`config.mk`:
```
export PLATFORM = sky130hd
export DESIGN_NAME = instr_fetch_queue
export DESIGN_NICKNAME = d
export VERILOG_FILES = /design/src/rtl/instr_fetch_queue.sv
export SDC_FILE = /design/constraint.sdc
export NUM_CORES = 1
export LEC_CHECK = 0
export BUFFER_PORTS_ARGS = -buffer_cell sky130_fd_sc_hd__buf_2
export CAP_MARGIN = 20
export CELL_PAD_IN_SITES_DETAIL_PLACEMENT = 1
export CELL_PAD_IN_SITES_GLOBAL_PLACEMENT = 2
export CORE_MARGIN = 5
export CORE_UTILIZATION = 36
export CTS_CLUSTER_DIAMETER = 40
export CTS_CLUSTER_SIZE = 8
export DETAILED_ROUTE_END_ITERATION = 8
export GPL_ROUTABILITY_DRIVEN = 1
export PLACE_DENSITY = 0.81
export SYNTH_ARGS = -nofsm -noshare
export SYNTH_HDL_FRONTEND = slang
export SYNTH_SLANG_ARGS = --single-unit
export TNS_END_PERCENT = 10
```
`constraint.sdc`:
```
create_clock -name clk_i -period 3.2 [get_ports clk_i]
set_clock_uncertainty 0.1 [all_clocks]
set_input_delay 0.16 -clock clk_i [delete_from_list [all_inputs] [get_ports clk_i]]
set_output_delay 0.16 -clock clk_i [all_outputs]
set_load 0.01 [all_outputs]
```
`src/rtl/instr_fetch_queue.sv`:
```
// ---------------------------------------------------------------------------
// instr_fetch_queue
//
// Purpose:
//   Instruction-fetch front end for the CPU. It owns the fetch PC and issues
//   one word request at a time to a variable-latency instruction memory over
//   a req/ack handshake. Returned words are stored with their PCs in a small
//   FIFO, and the FIFO head is handed to decode over a valid/ready handshake.
//   A branch, jump or jr redirect flushes the queue and restarts fetch at
//   the new target. If a request is still in flight when the redirect
//   arrives, that request is allowed to finish and its data is discarded.
//
// Parameters:
//   DEPTH     queue entries (power of 2, at least 2)
//   RESET_PC  first fetch address after reset (word aligned)
//
// Ports:
//   clk_i          rising-edge clock
//   rst_i          synchronous active-low reset
//   mem_req_o      fetch request to instruction memory
//   mem_addr_o     fetch address, held stable while mem_req_o=1
//   mem_ack_i      memory returns data this cycle (ignored while req=0)
//   mem_instr_i    returned instruction word, valid with mem_ack_i
//   redirect_i     datapath takes a branch/jump/jr
//   redirect_pc_i  new fetch target (low 2 bits ignored)
//   instr_ready_i  datapath consumes the head entry this cycle
//   instr_valid_o  head entry valid
//   instr_o        head instruction (0 when empty)
//   pc_o           head instruction address (0 when empty)
//   pc_plus4_o     pc_o + 4
//   count_o        current queue occupancy, 0..DEPTH
// ---------------------------------------------------------------------------
module instr_fetch_queue #(
    parameter int          DEPTH    = 4,
    parameter logic [31:0] RESET_PC = 32'h0000_0000
) (
    input  logic                     clk_i,
    input  logic                     rst_i,
    output logic                     mem_req_o,
    output logic [31:0]              mem_addr_o,
    input  logic                     mem_ack_i,
    input  logic [31:0]              mem_instr_i,
    input  logic                     redirect_i,
    input  logic [31:0]              redirect_pc_i,
    input  logic                     instr_ready_i,
    output logic                     instr_valid_o,
    output logic [31:0]              instr_o,
    output logic [31:0]              pc_o,
    output logic [31:0]              pc_plus4_o,
    output logic [$clog2(DEPTH):0]   count_o
);

    localparam int PTR_W = $clog2(DEPTH);
    localparam int CNT_W = PTR_W + 1;
    localparam logic [CNT_W-1:0] DEPTH_C = CNT_W'(DEPTH);

    // IDLE: no request. REQ: request outstanding, data will be kept.
    // KILL: request outstanding whose data belongs to a flushed path.
    typedef enum logic [1:0] {
        IDLE = 2'd0,
        REQ  = 2'd1,
        KILL = 2'd2
    } fetchState_t;

    fetchState_t       r_state;
    fetchState_t       w_nextState;
    logic [31:0]       r_fetchPc;
    logic [31:0]       w_nextFetchPc;
    logic [31:0]       r_killPc;
    logic [31:0]       w_nextKillPc;
    logic [PTR_W-1:0]  r_rdPtr;
    logic [PTR_W-1:0]  r_wrPtr;
    logic [CNT_W-1:0]  r_count;
    logic [31:0]       r_instrMem [DEPTH];
    logic [31:0]       r_pcMem    [DEPTH];

    logic              w_reqActive;
    logic              w_ack;
    logic              w_valid;
    logic              w_pop;
    logic              w_push;
    logic [31:0]       w_redirPc;
    logic [CNT_W-1:0]  w_countAfterPop;

    // A request is outstanding in both REQ and KILL. Acks seen with no
    // request outstanding are simply masked off.
    assign w_reqActive     = (r_state != IDLE);
    assign w_ack           = mem_ack_i & w_reqActive;
    assign w_valid         = (r_count != '0);
    assign w_pop           = w_valid & instr_ready_i & ~redirect_i;
    assign w_redirPc       = redirect_pc_i & ~32'h0000_0003;
    assign w_countAfterPop = r_count - CNT_W'(w_pop);

    // Next-state logic. A new request is issued only when a queue slot is
    // guaranteed to be free by the time its data returns, so the queue can
    // never overflow. While in KILL the memory still sees the original
    // address so the in-flight transfer completes cleanly.
    always_comb begin
        w_nextState   = r_state;
        w_nextFetchPc = r_fetchPc;
        w_nextKillPc  = r_killPc;
        w_push        = 1'b0;
        mem_addr_o    = r_fetchPc;

        case (r_state)
            IDLE: begin
                if (redirect_i) begin
                    w_nextFetchPc = w_redirPc;
                    w_nextState   = REQ;
                end else if (w_countAfterPop < DEPTH_C) begin
                    w_nextState = REQ;
                end
            end

            REQ: begin
                if (redirect_i) begin
                    w_nextFetchPc = w_redirPc;
                    if (w_ack) begin
                        w_nextState = REQ;
                    end else begin
                        w_nextKillPc = r_fetchPc;
                        w_nextState  = KILL;
                    end
                end else if (w_ack) begin
                    w_push        = 1'b1;
                    w_nextFetchPc = r_fetchPc + 32'd4;
                    // Keep requesting only if one more slot stays free once
                    // this word has been pushed.
                    if (w_countAfterPop < (DEPTH_C - CNT_W'(1))) begin
                        w_nextState = REQ;
                    end else begin
                        w_nextState = IDLE;
                    end
                end
            end

            KILL: begin
                mem_addr_o = r_killPc;
                if (redirect_i) begin
                    w_nextFetchPc = w_redirPc;
                end
                if (w_ack) begin
                    w_nextState = REQ;
                end
            end

            default: begin
                w_nextState = IDLE;
            end
        endcase
    end

    // State, PC and queue bookkeeping. A redirect flushes the queue in the
    // same edge, and any pop requested in that cycle is dropped.
    always_ff @(posedge clk_i) begin
        if (!rst_i) begin
            r_state   <= IDLE;
            r_fetchPc <= RESET_PC;
            r_killPc  <= RESET_PC;
            r_rdPtr   <= '0;
            r_wrPtr   <= '0;
            r_count   <= '0;
        end else begin
            r_state   <= w_nextState;
            r_fetchPc <= w_nextFetchPc;
            r_killPc  <= w_nextKillPc;
            if (redirect_i) begin
                r_rdPtr <= '0;
                r_wrPtr <= '0;
                r_count <= '0;
            end else begin
                if (w_push) begin
                    r_wrPtr <= r_wrPtr + PTR_W'(1);
                end
                if (w_pop) begin
                    r_rdPtr <= r_rdPtr + PTR_W'(1);
                end
                r_count <= r_count + CNT_W'(w_push) - CNT_W'(w_pop);
            end
        end
    end

    // Queue storage. It needs no reset because the head is only exposed
    // while the occupancy count says it is valid.
    always_ff @(posedge clk_i) begin
        if (w_push) begin
            r_instrMem[r_wrPtr] <= mem_instr_i;
            r_pcMem[r_wrPtr]    <= r_fetchPc;
        end
    end

    assign mem_req_o     = w_reqActive;
    assign instr_valid_o = w_valid;
    assign instr_o       = w_valid ? r_instrMem[r_rdPtr] : 32'd0;
    assign pc_o          = w_valid ? r_pcMem[r_rdPtr] : 32'd0;
    assign pc_plus4_o    = pc_o + 32'd4;
    assign count_o       = r_count;

endmodule

```
==> impl_metrics.yaml, run 1 <==
outcome:
  status: "complete, no violations"
yosys:
  yosys_most_used_dff: "edfxtp_1"
  synth_top_area_share_pct: 53.11
  synth_area_per_cell_um2: 13.99
  ys_seq_elements: 319
  syn_area_mm2: 0.01402
  synth.lib_cells_used.distinct: 61
  synthTopCellsByCount: "248 x edfxtp_1, 126 x nand2_1, 71 x dfxtp_1"
  syn_inst: 1002
  ys.warnings.count: 0
  yosysMostFrequentCell: "edfxtp_1"
  postSynth.asyncResetShare_pct: 0
  area_leader_netlist: "edfxtp_1"
  synth-seq-area-share_pct: 63.25
  synthTopCellsByArea: "edfxtp_1 53%, dfxtp_1 10%, mux4_2 7.2%, mux4_1 3.6%, nand2_1 3.4%"
  synth_enable_flop_cells: 248
timing:
  shortest_clock_period_the_worst_path_allows_after_layout_ns: 3.157
  max_freq_mhz: 316.8
  hold_viol: 0
  slew-limit-headroom_pct: 36.24
  rsz0062_at_grt: "true"
  max_slew.worst_pin.slew_ns: 0.9505
  timing_max_transition_violations_final: 0
  min_period_over_period_pct: 98.66
  final_setup_violation_count: 0
global_route:
  global_route_wire_length_before_repair_um: 60000
  grt_usage_pct: 17.46
  number_of_global_route_vias_before_repair: 10166
  global_route.overflow_total: 0
  number_of_antenna_violations_at_the_first_check_in_global_routing: 0
  pin_count_of_the_biggest_net_entering_global_routing: 43
die:
  floorplan.die.width_um: 207.4
  start_util_pct: 36.37
  core_region_area_mm2: 0.03856
  die_y_um: 207.4
  fp-row-count: 72
  count_of_pins_on_the_block_boundary: 202
  floorplan.die_area_mm2: 0.04300
worst_setup_path:
  crit_path_top_delay_cell: "dfxtp_4"
  max_stage_delay_ns: 0.38
  setup.worst_path.class: "reg2out"
  worst_ep_required_time_ns: 2.94
  crit_fanout: 6
  worst-path-buf-inv: 2
  critical_path_depth: 8
  cp-start-kind: "register"
  ordered_cell_list_for_the_critical_path: "buf_12 -> mux4_2 -> nand4_1 -> nor4_4 -> nand3_2 -> nor3_4 -> xor2_1 -> buf_2"
  worst_ep_arrival_time_ns: 2.90
  worst_reg_to_reg_cells: 8
  critPathCaptureType: "primary output"
  critical-path-top-delay-family: "simple AND/OR/NAND/NOR gates"
finish:
  multi_input_area_mm2: 0.004825
  drive_gt1_share_pct: 32.74
  register_area_mm2: 0.008879
  flow.area_growth_from_synthesis_pct: 31.34
  antenna_cells_inserted: 0
  fin_util_pct: 47.76
  fin_nets: 1401
  num-fill-cells: 3942
clock_tree:
  worst_skew_pair.late_latency_ns: 0.56
  cts_buffer_depth: 3
  cts_root_buffer: "clkbuf_16"
  cts.sink_count: 319
  tritoncts: "yes"
  tritoncts.num_buffers: 53
  path_clk_slew_ns: 0.05
  ctsHtreeMaxLevel: 2
route:
  routed_via_density: 5.051
  number_of_drc_violations_after_detailed_routing_iteration_0: 466
  final_antenna_net_count: 0
  drc_errors: 0
  vias: 9450
  wl_per_cell_um: 20.52
  firstDrtPassIters: 4
  drt_wl_total_um: 38390
power:
  power_consumption_mw: 10.75
  static-leakage-power_nw: 6.987
  power-per-cell-area_mw_per_mm2: 583.6
  power.ir.vdd_worst_mv: 0.3656
placed_design:
  place.port_buffers: 193
  detailedPlacementHpwl_um: 25410
  gp_routability_congestion: 0.7606
worst_hold_path:
  min_path_type: "in2reg"
  min_path_cells: 4
flow_run:
  max_cap_violations: 0
-- sequential cells by signal, summed over array words and instances (netlist names), named ones only --
name / count
r_pcMem: 120
count_o: 3
r_instrMem: 128
r_killPc: 30
r_state: 2
r_wrPtr: 2
r_fetchPc: 30
r_rdPtr: 2
-- path summary, 6_finish.rpt --
path | from | slack [ns] | end
max reg2reg | r_fetchPc[2] | 0.21 | r_fetchPc[22]
min | instr_ready_i | 0.05 | r_rdPtr[0]
min reg2reg | r_killPc[21] | 0.35 | r_killPc[21]
max | register | 0.04 | pc_plus4_o[31]
-- metal layers --
layer	wire length, um	part of all wire (%)	track usage (%)	vias up
met3	2069	5.4	3.415	43
met2	17990	47	28.12	262
met5	0	0	0	-
met1	17700	46	24.54	4736
met4	631	1.6	4.423	0
li1	-	-	-	4409
-- kinds of logic after synthesis --
group | count (synthesis) | share of synthesized area, %
xor+xnor | 34 | 2.124
compound gates | 140 | 5.961
simple gates | 316 | 11.36
other cells | 1 | 0.02674
fa+ha+maj | 11 | 1.035
flops | 319 | 63.25
mux | 94 | 13.18
buf+inv | 87 | 3.069
-- worst register-to-register path: cells and delay by family, from the launching register on --
family / cells / cell delay [ns]
simple gates: 4 / 0.97
flops: 1 / 0.57
fa+ha+maj: 1 / 0.25
compound gates: 2 / 0.44
buf+inv: 1 / 0.54
-- power breakdown --
group          total, mW  internal (mW)  switching [mW]
clock network       5.46           3.64            1.82
logic              0.630          0.290           0.339
registers           4.66           4.56           0.103
-- final cells by class --
| type | count | area share (%) |
|---|---|---|
| sequential | 319 | 48.21 |
| multi-input combinational | 601 | 26.20 |
| timing repair buffer | 323 | 12.34 |
| clock buffer | 71 | 7.963 |
| tap | 518 | 3.519 |
| clock inverter | 16 | 1.298 |
| inverter | 23 | 0.4688 |
-- cell usage in the layout, fill, tap and decap left out, drive strengths merged, types with 4 or more instances in the layout --
master       Yosys  final
mux4            64     64
inv             22     23
a31oi            5      5
o22ai            4      4
a22oi            5      5
nor3            12     12
xor2            17     17
nor2            43     43
dlygate4sd3      0     74
xnor2           17     17
nand3           27     27
and2            62     62
and3            16     16
clkbuf          42     71
nand4           14     14
nor2b            4      4
dfxtp           71     71
conb             1      6
mux2            28     28
a21o             4      4
bufinv           0      6
clkinv           1      7
o21ai           32     32
ha              10     10
a211oi           5      5
edfxtp         248    248
nand2          128    128
buf             22    247
a21oi           61     61
o31ai            5      5
-- metrics by stage --
stage	instance area [um2]	setup TNS [ns]	setup WS [ns]	hold WS (ns)	cells
final	18420	0	0.04294	0.04503	1871
after global routing	18420	-0.5166	-0.07032	0.07338	1871
after CTS	18340	-0.05416	-0.04409	0.01681	1867
after detailed placement	15670	0	0.4201	0.2783	1692
after global placement	15670	0	0.5029	0.2699	1692
after floorplan	14040	-6.251	-0.03361	0.1393	1007
-- what timing repair did --
action,4_1_cts,5_1_grt
endpoints found under the setup margin,15,15
hold endpoints to repair,161,0
pin swaps,9,9
buffers inserted,12,4
gates cloned,2,0
hold buffers,74,0
resized for setup,18,16
No activity file was read; power rests on OpenSTA's default activity.
==> inputs of run 2 (changes only) <==
Settings changed: CORE_UTILIZATION 36 to 37, CTS_BUF_LIST set to sky130_fd_sc_hd__clkbuf_4 sky130_fd_sc_hd__clkbuf_8, PLACE_DENSITY 0.81 to 0.83.
==> run 2 against run 1 <==
Effect of this change:
- critical path depth up 1
- global-route usage rose by 0.87 points
- largest power group is now registers
- critical endpoint is now pc_plus4_o[30]
- largest cell class unchanged
- sequential cell count stayed put
==> impl_metrics.yaml, run 2 (synthesis gave the netlist of run 1 again) <==
die:
  count_of_pins_on_the_block_boundary: 202
  die_y_um: 204.7
  core_region_area_mm2: 0.03758
  floorplan.die_area_mm2: 0.04189
  floorplan.die.width_um: 204.7
  start_util_pct: 37.32
  fp-row-count: 71
timing:
  final_setup_violation_count: 0
  slew-limit-headroom_pct: 47.04
  timing_max_transition_violations_final: 0
  min_period_over_period_pct: 99.07
  shortest_clock_period_the_worst_path_allows_after_layout_ns: 3.170
  worst_slack_ns: 0.02980
  hold_ws_ns: 0.1907
  rsz0062_at_grt: "true"
  max_freq_mhz: 315.4
  max_slew.worst_pin.slew_ns: 0.7945
  hold_viol: 0
worst_hold_path:
  min_path_cells: 2
  min_path_type: "in2reg"
finish:
  registers_with_the_highest_flip_flop_counts: "r_instrMem: 128 flops, r_pcMem: 120 flops"
  antenna_cells_inserted: 0
  register_name_with_the_most_flops: "r_instrMem"
  fin_nets: 1396
  layout.cells.most_common: "edfxtp_1"
  flow.area_growth_from_synthesis_pct: 28.63
  final_cell_mix: "248 x edfxtp_1, 193 x buf_2, 122 x nand2_1, 78 x dlygate4sd3_1, 68 x dfxtp_1"
  largest_reg_flops: 128
  drive_gt1_share_pct: 34.02
route:
  drc_errors: 0
  final_antenna_net_count: 0
  firstDrtPassIters: 4
  number_of_drc_violations_after_detailed_routing_iteration_0: 595
  vias: 9515
  routed_via_density: 5.083
  wl_per_cell_um: 20.56
  drt_wl_total_um: 38490
worst_setup_path:
  setup.worst_path.class: "reg2out"
  crit_fanout: 14
  worst_ep_arrival_time_ns: 2.91
  worst_reg_to_reg_cells: 8
  critical_path_depth: 9
  worst-path-buf-inv: 3
  cp-start-kind: "register"
  ordered_cell_list_for_the_critical_path: "buf_16 -> mux4_1 -> nand3_2 -> nor4b_4 -> nand4_1 -> buf_6 -> nor3_4 -> xor2_1 -> buf_2"
  worst_ep_required_time_ns: 2.94
  max_stage_delay_ns: 0.42
  crit_path_top_delay_cell: "mux4_1"
  critPathCaptureType: "primary output"
  critical-path-top-delay-family: "simple AND/OR/NAND/NOR gates"
flow_run:
  max_cap_violations: 0
placed_design:
  detailedPlacementHpwl_um: 24450
  gp_routability_congestion: 0.7526
  place.port_buffers: 193
  detailedPlace.worstSlack_ns: 0.4412
power:
  static-leakage-power_nw: 6.844
  power-per-cell-area_mw_per_mm2: 541.6
  power.ir.vdd_worst_mv: 0.2877
clock_tree:
  worst_skew_pair.late_latency_ns: 0.63
  tritoncts: "yes"
  tritoncts.num_buffers: 57
  cts.sink_count: 319
  cts_buffer_depth: 3
  path_clk_slew_ns: 0.06
  cts_root_buffer: "clkbuf_8"
  ctsHtreeMaxLevel: 2
global_route:
  number_of_global_route_vias_before_repair: 10175
  pin_count_of_the_biggest_net_entering_global_routing: 63
  number_of_antenna_violations_at_the_first_check_in_global_routing: 0
  global_route.overflow_total: 0
  global_route_wire_length_before_repair_um: 59860
  grt_usage_pct: 18.34
outcome:
  status: "complete, no violations"
## run 2: cell types whose count changed in the layout (fill, tap and decap cells not counted), sizes merged
cell,change
clkinvlp,-2
inv,+2
clkinv,+5
dlygate4sd3,+4
buf,-13
clkbuf,+8
bufinv,+4
## run 2: layout make-up
type / instances / area [um2]
Clock buffer: 79 / 949.7
Clock inverter: 25 / 412.9
Fill cell: 3911 / 19540
Inverter: 23 / 86.33
Multi-Input combinational cell: 601 / 4813
Sequential cell: 319 / 8877
Tap cell: 511 / 639.4
Timing Repair Buffer: 314 / 2258
## run 2: what timing repair did
action | CTS | global route
buffers inserted | 5 | 6
gates resized for setup | 18 | 23
pin swaps | 8 | 9
endpoints found under the setup margin | 20 | 21
hold buffers | 78 | 0
hold endpoints to repair | 167 | 0
gates cloned | 3 | 0
## run 2: final timing paths
kind | from | slack (ns) | to
worst max-delay path | register | 0.03 | pc_plus4_o[30]
worst min-delay path | mem_instr_i[26] | 0.19 | r_instrMem[0][26]
worst max register to register | r_fetchPc[2] | 0.27 | r_fetchPc[22]
worst min register to register | r_killPc[18] | 0.35 | r_killPc[18]
## run 2: stage by stage
| stage | total power [mW] | instances | util (%) | setup TNS [ns] | cell area (um2) |
|---|---|---|---|---|---|
| 5_1_grt | 10.18 | 1872 | 48.00 | -1.313 | 18040 |
| 6_report | 9.769 | 1872 | 48.00 | 0 | 18040 |
| 2_1_floorplan | 5.005 | 1007 | - | -6.251 | 14040 |
| 4_1_cts | 9.907 | 1866 | 47.69 | -0.8915 | 17920 |
| 3_3_place_gp | 5.242 | 1676 | 41.58 | 0 | 15630 |
| 3_5_place_dp | 5.268 | 1676 | 41.58 | 0 | 15630 |
## run 2: per-layer routing
| layer | global-route usage [%] | share of wire [%] | vias to the layer above |
|---|---|---|---|
| met1 | 25.39 | 46 | 4796 |
| met2 | 29.82 | 47 | 278 |
| li1 | - | - | 4397 |
| met3 | 4.227 | 6.5 | 44 |
| met5 | 0 | 0 | - |
| met4 | 3.924 | 1.4 | 0 |
## run 2: where the power goes
group / internal [mW] / switching, mW / leakage, nW
Sequential: 4.55 / 0.105 / 2.85
Combinational: 0.290 / 0.336 / 3.28
Clock: 2.76 / 1.74 / 0.710
## run 2: worst register-to-register path: cells and delay by family, from the launching register on
family / cells / cell delay, ns
simple gates: 4 / 0.88
flops: 1 / 0.58
buf+inv: 1 / 0.55
compound gates: 2 / 0.44
fa+ha+maj: 1 / 0.27
